### src/rtl/gray_counter.sv
// Up/down Gray-code counter with optional saturation, synchronous load and a wrap pulse.
// gray_out comes straight from a flop so downstream sampling never sees glitches.
module gray_counter #(
    parameter int WIDTH = 4
) (
    input  logic             clk,
    input  logic             rst_n,
    input  logic             en,
    input  logic             up_dn,
    input  logic             sat,
    input  logic             load,
    input  logic [WIDTH-1:0] load_val,
    output logic [WIDTH-1:0] gray_out,
    output logic [WIDTH-1:0] bin_out,
    output logic             wrap,
    output logic             at_limit
);

    localparam logic [WIDTH-1:0] ALL_ONES = {WIDTH{1'b1}};
    localparam logic [WIDTH-1:0] ZERO     = {WIDTH{1'b0}};
    localparam logic [WIDTH-1:0] ONE      = {{(WIDTH-1){1'b0}}, 1'b1};

    logic [WIDTH-1:0] bin_reg;
    logic [WIDTH-1:0] bin_next;
    logic [WIDTH-1:0] gray_reg;
    logic [WIDTH-1:0] gray_next;
    logic             wrap_reg;
    logic             wrap_next;
    logic             at_top;
    logic             at_bottom;

    assign at_top    = (bin_reg == ALL_ONES);
    assign at_bottom = (bin_reg == ZERO);

    // Priority: load, then count, then hold. Loads never raise wrap.
    always_comb begin
        bin_next  = bin_reg;
        wrap_next = 1'b0;
        if (load) begin
            bin_next = load_val;
        end else if (en) begin
            if (up_dn) begin
                if (at_top) begin
                    if (!sat) begin
                        bin_next  = ZERO;
                        wrap_next = 1'b1;
                    end
                end else begin
                    bin_next = bin_reg + ONE;
                end
            end else begin
                if (at_bottom) begin
                    if (!sat) begin
                        bin_next  = ALL_ONES;
                        wrap_next = 1'b1;
                    end
                end else begin
                    bin_next = bin_reg - ONE;
                end
            end
        end
    end

    // Gray encoding of the next state, so the registered Gray value tracks bin_reg exactly.
    genvar gi;
    generate
        for (gi = 0; gi < WIDTH - 1; gi++) begin : g_gray
            assign gray_next[gi] = bin_next[gi] ^ bin_next[gi+1];
        end
    endgenerate
    assign gray_next[WIDTH-1] = bin_next[WIDTH-1];

    always_ff @(posedge clk or negedge rst_n) begin
        if (!rst_n) begin
            bin_reg  <= ZERO;
            gray_reg <= ZERO;
            wrap_reg <= 1'b0;
        end else begin
            bin_reg  <= bin_next;
            gray_reg <= gray_next;
            wrap_reg <= wrap_next;
        end
    end

    assign bin_out  = bin_reg;
    assign gray_out = gray_reg;
    assign wrap     = wrap_reg;
    assign at_limit = up_dn ? at_top : at_bottom;

endmodule

### config.mk
export PLATFORM = sky130hd
export DESIGN_NAME = gray_counter
export DESIGN_NICKNAME = d
export VERILOG_FILES = /design/src/rtl/gray_counter.sv
export SDC_FILE = /design/constraint.sdc
export NUM_CORES = 1
export LEC_CHECK = 0
export CORE_ASPECT_RATIO = 0.8
export CORE_MARGIN = 1
export CORE_UTILIZATION = 26
export CTS_CLUSTER_DIAMETER = 60
export DETAILED_ROUTE_END_ITERATION = 16
export PLACE_DENSITY_LB_ADDON = 0.12
export SYNTH_ARGS = -nofsm -noshare
export SYNTH_HDL_FRONTEND = slang
export SYNTH_SLANG_ARGS = --single-unit
### constraint.sdc
create_clock -name clk -period 5.1 [get_ports clk]
set_input_delay 1.53 -clock clk [delete_from_list [all_inputs] [get_ports clk]]
set_output_delay 1.53 -clock clk [all_outputs]
set_load 0.02 [all_outputs]
==> flow_metrics.env, run 1 <==
export IMPL_cts_buffers=3
export IMPL_maxCapViolCount=0
export IMPL_port_buffers=19
export IMPL_root_buffer="clkbuf_4"
export IMPL_cp_arrival_ns=3.22
export IMPL_crit_path_end_kind="primary output"
export IMPL_core_area_mm2=0.002233
export IMPL_maxSlewViolCount=0
export IMPL_dieArea_mm2=0.002648
export IMPL_ff_latch_area_um2=200.2
export IMPL_p_sw_w=0.00008175
export IMPL_worst_pin_slew_ns=0.5299
export IMPL_wl_per_cell_um=13.17
export IMPL_worstSetupPathType="primary input to primary output"
export IMPL_rsz0062_at_grt="false"
export IMPL_viasPerCell=4.982
export IMPL_diodes=0
export IMPL_clockBufferDepth=2
export IMPL_place_gp_congestion=0.8158
export IMPL_antenna_left=0
export IMPL_holdCritPathClass="flip-flop to flip-flop"
export IMPL_final_net_count=100
export IMPL_dp_cells=108
export IMPL_period_share_pct=93.22
export IMPL_seq_power_share_pct=36.9
export IMPL_clk_insertion_delay_late_ns=0.25
export IMPL_clock_fmax_mhz=210.3
export IMPL_grt_antenna_before_repair=0
export IMPL_cts_repair_resized=0
export IMPL_seq_area_frac_synth_pct=31.50
export IMPL_peakVddDrop_v=0.0001163
export IMPL_period_needed_ns=4.754
export IMPL_final_cell_mix="clkdlybuf4s50_1, dfrtp_1, inv_1, nor2_1"
export IMPL_syn_inst=68
export IMPL_synth_avg_cell_area_um2=9.347
export IMPL_cp_max_fo=4
export IMPL_die_width_um=57.28
export IMPL_area_growth_pct=33.27
export IMPL_grt_pass1_wl_um=2394
export IMPL_place_hpwl_um=1139
export IMPL_synth_edf_count=0
export IMPL_routed_wl_um=1462
export IMPL_cts_htree_levels=1
export IMPL_grt_pass1_vias=512
export IMPL_final_common_cell="clkdlybuf4s50_1"
export IMPL_clkTransAtPathRegs_ns=0.05
export IMPL_synth_seq_cells=8
export IMPL_fin_skew_ns=0.001706
export IMPL_n_fill_cell=237
export IMPL_instances_no_fill=111
export IMPL_async_flop_share_pct=100.0
export IMPL_p_leak_nw=0.3458
export IMPL_io_pins=20
export IMPL_grt_overflow=0
export IMPL_dr_total_vias=553
export IMPL_cts_tree="yes"
export IMPL_syn_num_nets=80
export IMPL_worstSetupStartpointType="primary input"
export IMPL_power_clock_fraction_pct=19.8
export IMPL_drtIter0Drc=25
export IMPL_finalWorstSetupSlack_ns=0.3458
export IMPL_die_height_um=46.23
export IMPL_setup_tns_ns=0
export IMPL_stdcell_area_um2=847.1
export IMPL_grt_usage_pct=12.53
export IMPL_whs_ns=0.8960
export IMPL_cts_hold_fix_buffers=0
export IMPL_powerDensity_mw_per_mm2=275.9
export IMPL_dp_slack_ns=0.3510
export IMPL_largest_register_ff_count=4
export IMPL_clock_sinks=8
export IMPL_drt_pass1_iter_count=10
export IMPL_rows=15
export IMPL_yosys_most_used_dff="dfrtp_1"
export IMPL_post_dp_cell_area_um2=824.5
export IMPL_p_sw_share_pct=34.98
export IMPL_yosys_warnings=0
export IMPL_initial_core_util_pct=28.46
export IMPL_multi_input_area_um2=376.6
export IMPL_max_slew_margin_pct=64.29
export IMPL_post_cts_buffers=0
export IMPL_violations="DRC"
export IMPL_synth_distinct_cells=36
export IMPL_required_ns=3.57
export IMPL_drcViolationCount=3
export IMPL_synth_area_um2=635.6
export IMPL_hold_violations=0
export IMPL_status="complete, but fails checks"
export IMPL_drive_gt1_share_pct=11.63
export IMPL_grt_max_degree=14
export IMPL_setup_viol=0
export IMPL_combPwrFrac_pct=43.3
export IMPL_p_int_w=0.0001519
-- per-stage QoR --
stage	power, W	util, %
2_1_floorplan	0.0001504	-
5_1_grt	0.0002521	37.93
3_3_place_gp	0.0001888	36.92
3_5_place_dp	0.0001889	36.92
6_report	0.0002337	37.93
4_1_cts	0.0002375	37.93
-- cell families (layout without fill, tap and decap cells) --
group | count (synthesis) | in the layout | share of synthesized area (%)
xor gates and xnor gates | 3 | 3 | 5.316
AOI/OAI and AO/OA | 18 | 18 | 26.58
adders and majority gates | 2 | 2 | 3.936
and+or+nand+nor | 27 | 27 | 23.42
DFF | 8 | 8 | 31.50
buffers and inverters | 10 | 28 | 9.253
-- routing by layer --
layer	vias up	share of wire, %	track usage, %
met5	-	0	0
met2	18	43	18.59
li1	282	-	-
met3	0	4.9	5.899
met4	0	0	0
met1	253	52	17.61
-- synthesized netlist by cell type, drive strengths merged (2+ instances only) --
library cell | count | area, µm²
o21ai | 3 | 18.77
nand2b | 4 | 25.02
nor3 | 4 | 20.02
nand2 | 4 | 15.01
inv | 5 | 18.77
dfrtp | 8 | 200.2
and3 | 2 | 12.51
ha | 2 | 25.02
buf | 5 | 40.04
nor3b | 2 | 15.01
nor2 | 5 | 18.77
a21oi | 2 | 10.01
xnor2 | 2 | 25.03
o211ai | 2 | 15.01
-- path summary, 6_finish.rpt --
| check | cells after the start | startpoint | endpoint | slack (ns) |
|---|---|---|---|---|
| hold reg to reg | 3 | bin_out[1] | bin_out[1] | 0.90 |
| min in group asynchronous | 1 | rst_n | gray_out[2] | 1.56 |
| setup / recovery | 4 | up_dn | at_limit | 0.35 |
| hold / removal | 3 | bin_out[1] | bin_out[1] | 0.90 |
| setup reg to reg | 7 | bin_out[1] | gray_out[0] | 3.01 |
| max in group asynchronous | 1 | rst_n | gray_out[0] | 3.29 |
-- worst max-delay path, stage by stage --
cell,delay (ns)
clkdlybuf4s50_1,0.43
or3b_4,0.41
o2bb2ai_1,0.21
clkdlybuf4s50_1,0.63
-- power groups by stage --
stage,registers [W],clock network [W],logic [W]
2_1_floorplan,0.0000966,0,0.0000538
3_3_place_gp,0.0000872,0,0.000102
3_5_place_dp,0.0000874,0,0.000101
4_1_cts,0.0000864,0.0000492,0.000102
5_1_grt,0.0000883,0.0000540,0.000110
6_report,0.0000862,0.0000463,0.000101
-- layout make-up --
type                            count  area share [%]
Clock buffer                        3           2.659
Inverter                            5           2.216
Multi-Input combinational cell     50           44.46
Sequential cell                     8           23.63
Tap cell                           25           3.693
Timing Repair Buffer               20           23.34
(Power assumes the default switching activity.)
==> run 2: changes to the inputs <==
--- a/config.mk
+++ b/config.mk
@@ -10,6 +10,8 @@
 export CORE_UTILIZATION = 26
 export CTS_CLUSTER_DIAMETER = 60
 export DETAILED_ROUTE_END_ITERATION = 16
+export DONT_BUFFER_PORTS = 1
+export GPL_TIMING_DRIVEN = 0
 export PLACE_DENSITY_LB_ADDON = 0.12
 export SYNTH_ARGS = -nofsm -noshare
 export SYNTH_HDL_FRONTEND = slang
==> flow_metrics.env, run 2 (synthesis gave the netlist of run 1 again) <==
export IMPL_drive_gt1_share_pct=19.72
export IMPL_place_hpwl_um=1138
export IMPL_drt_pass1_iter_count=10
export IMPL_dp_cells=93
export IMPL_final_common_cell="dfrtp_1"
export IMPL_area_growth_pct=8.464
export IMPL_n_fill_cell=233
export IMPL_worstSetupStartpointType="primary input"
export IMPL_grt_max_degree=11
export IMPL_cp_arrival_ns=2.53
export IMPL_clk_insertion_delay_late_ns=0.25
export IMPL_post_dp_cell_area_um2=666.9
export IMPL_clock_sinks=8
export IMPL_maxCapViolCount=0
export IMPL_cts_hold_fix_buffers=0
export IMPL_root_buffer="clkbuf_4"
export IMPL_initial_core_util_pct=28.46
export IMPL_routed_wl_um=1515
export IMPL_violations="DRC"
export IMPL_final_cell_mix="dfrtp_1, inv_1, nor2_1"
export IMPL_instances_no_fill=96
export IMPL_clock_fmax_mhz=246.6
export IMPL_cts_tree="yes"
export IMPL_io_pins=20
export IMPL_dieArea_mm2=0.002648
export IMPL_stdcell_area_um2=689.4
export IMPL_status="complete, but fails checks"
export IMPL_hold_violations=0
export IMPL_period_share_pct=79.53
export IMPL_wl_per_cell_um=15.78
export IMPL_clockBufferDepth=2
export IMPL_worstSetupPathType="primary input to primary output"
export IMPL_crit_path_end_kind="primary output"
export IMPL_cp_max_fo=10
export IMPL_setup_viol=0
export IMPL_powerDensity_mw_per_mm2=304.7
export IMPL_die_height_um=46.23
export IMPL_worst_pin_slew_ns=0.5499
export IMPL_rows=15
export IMPL_antenna_left=0
export IMPL_grt_pass1_wl_um=2242
export IMPL_path_cells="buf_6, or3b_4, o2bb2ai_1"
export IMPL_grt_antenna_before_repair=0
export IMPL_grt_pass1_vias=436
export IMPL_place_gp_congestion=0.7703
export IMPL_dp_slack_ns=1.028
export IMPL_cts_htree_levels=1
export IMPL_fin_skew_ns=0.002175
export IMPL_max_slew_margin_pct=62.94
export IMPL_grt_overflow=0
export IMPL_cp_slowest_cell="o2bb2ai_1"
export IMPL_grt_usage_pct=11.60
export IMPL_drtIter0Drc=35
export IMPL_diodes=0
export IMPL_port_buffers=0
export IMPL_cts_buffers=3
export IMPL_p_leak_nw=0.2924
export IMPL_period_needed_ns=4.056
export IMPL_finalWorstSetupSlack_ns=1.044
export IMPL_finish_utilization_pct=30.87
export IMPL_clkTransAtPathRegs_ns=0.05
export IMPL_final_net_count=85
export IMPL_drcViolationCount=5
export IMPL_peakVddDrop_v=0.0001120
export IMPL_core_area_mm2=0.002233
export IMPL_viasPerCell=5.240
export IMPL_holdCritPathClass="primary input to async pin"
export IMPL_setup_tns_ns=0
export IMPL_cts_repair_resized=0
export IMPL_max_stage_delay_ns=0.47
export IMPL_post_cts_buffers=0
export IMPL_die_width_um=57.28
export IMPL_maxSlewViolCount=0
export IMPL_dr_total_vias=503
export IMPL_rsz0062_at_grt="false"
export IMPL_largest_register_ff_count=4
export IMPL_required_ns=3.57
-- run 2: cell types whose count changed in the layout (fill, tap and decap cells not counted), sizes merged --
cell / change
clkdlybuf4s50: -19
buf: +4
-- run 2: final timing paths --
kind / to / start / slack, ns / cells after the start
hold reg to reg: bin_out[1] / bin_out[1] / 0.97 / 3
hold / removal: gray_out[2] / rst_n / 0.97 / 0
setup / recovery: at_limit / up_dn / 1.04 / 3
setup reg to reg: gray_out[0] / bin_out[1] / 2.89 / 7
max in group asynchronous: bin_out[0] / rst_n / 4.06 / 0
min in group clk: bin_out[1] / bin_out[1] / 0.97 / 3
-- run 2: power breakdown --
part           switching, W  internal, W  total (W)  leakage [nW]
Sequential        0.0000250    0.0000739  0.0000990        0.0957
Combinational     0.0000331    0.0000293  0.0000624         0.183
Clock             0.0000218    0.0000269  0.0000488        0.0138
-- run 2: worst max-delay path, delay by kind of cell --
kind	cells	cell delay [ns]
buffers and inverters	1	0.12
AOI/OAI and AO/OA	1	0.47
and+or+nand+nor	1	0.40
-- run 2: stage by stage --
stage / hold slack (ns) / power [W]
final: 0.9663 / 0.0002101
after detailed placement: 0.9780 / 0.0001630
after global placement: 0.9787 / 0.0001635
after global routing: 0.9516 / 0.0002224
after floorplan: 0.8689 / 0.0001504
after CTS: 0.9595 / 0.0002127
-- run 2: final cells by class --
| class | count | area (µm²) | area share [%] |
|---|---|---|---|
| multi-input combinational | 50 | 376.6 | 54.63 |
| sequential | 8 | 200.2 | 29.04 |
| buffer | 5 | 40.04 | 5.808 |
| tap | 25 | 31.28 | 4.537 |
| clock buffer | 3 | 22.52 | 3.267 |
| inverter | 5 | 18.77 | 2.722 |
-- run 2: routing by layer --
layer | vias up | track usage [%] | share of wire [%] | wire length [µm]
met2 | 21 | 13.41 | 38 | 569
li1 | 252 | - | - | -
met1 | 230 | 17.82 | 54 | 821
met4 | 0 | 2.927 | 0 | 0
met5 | - | 0 | 0 | 0
met3 | 0 | 5.618 | 8.2 | 124
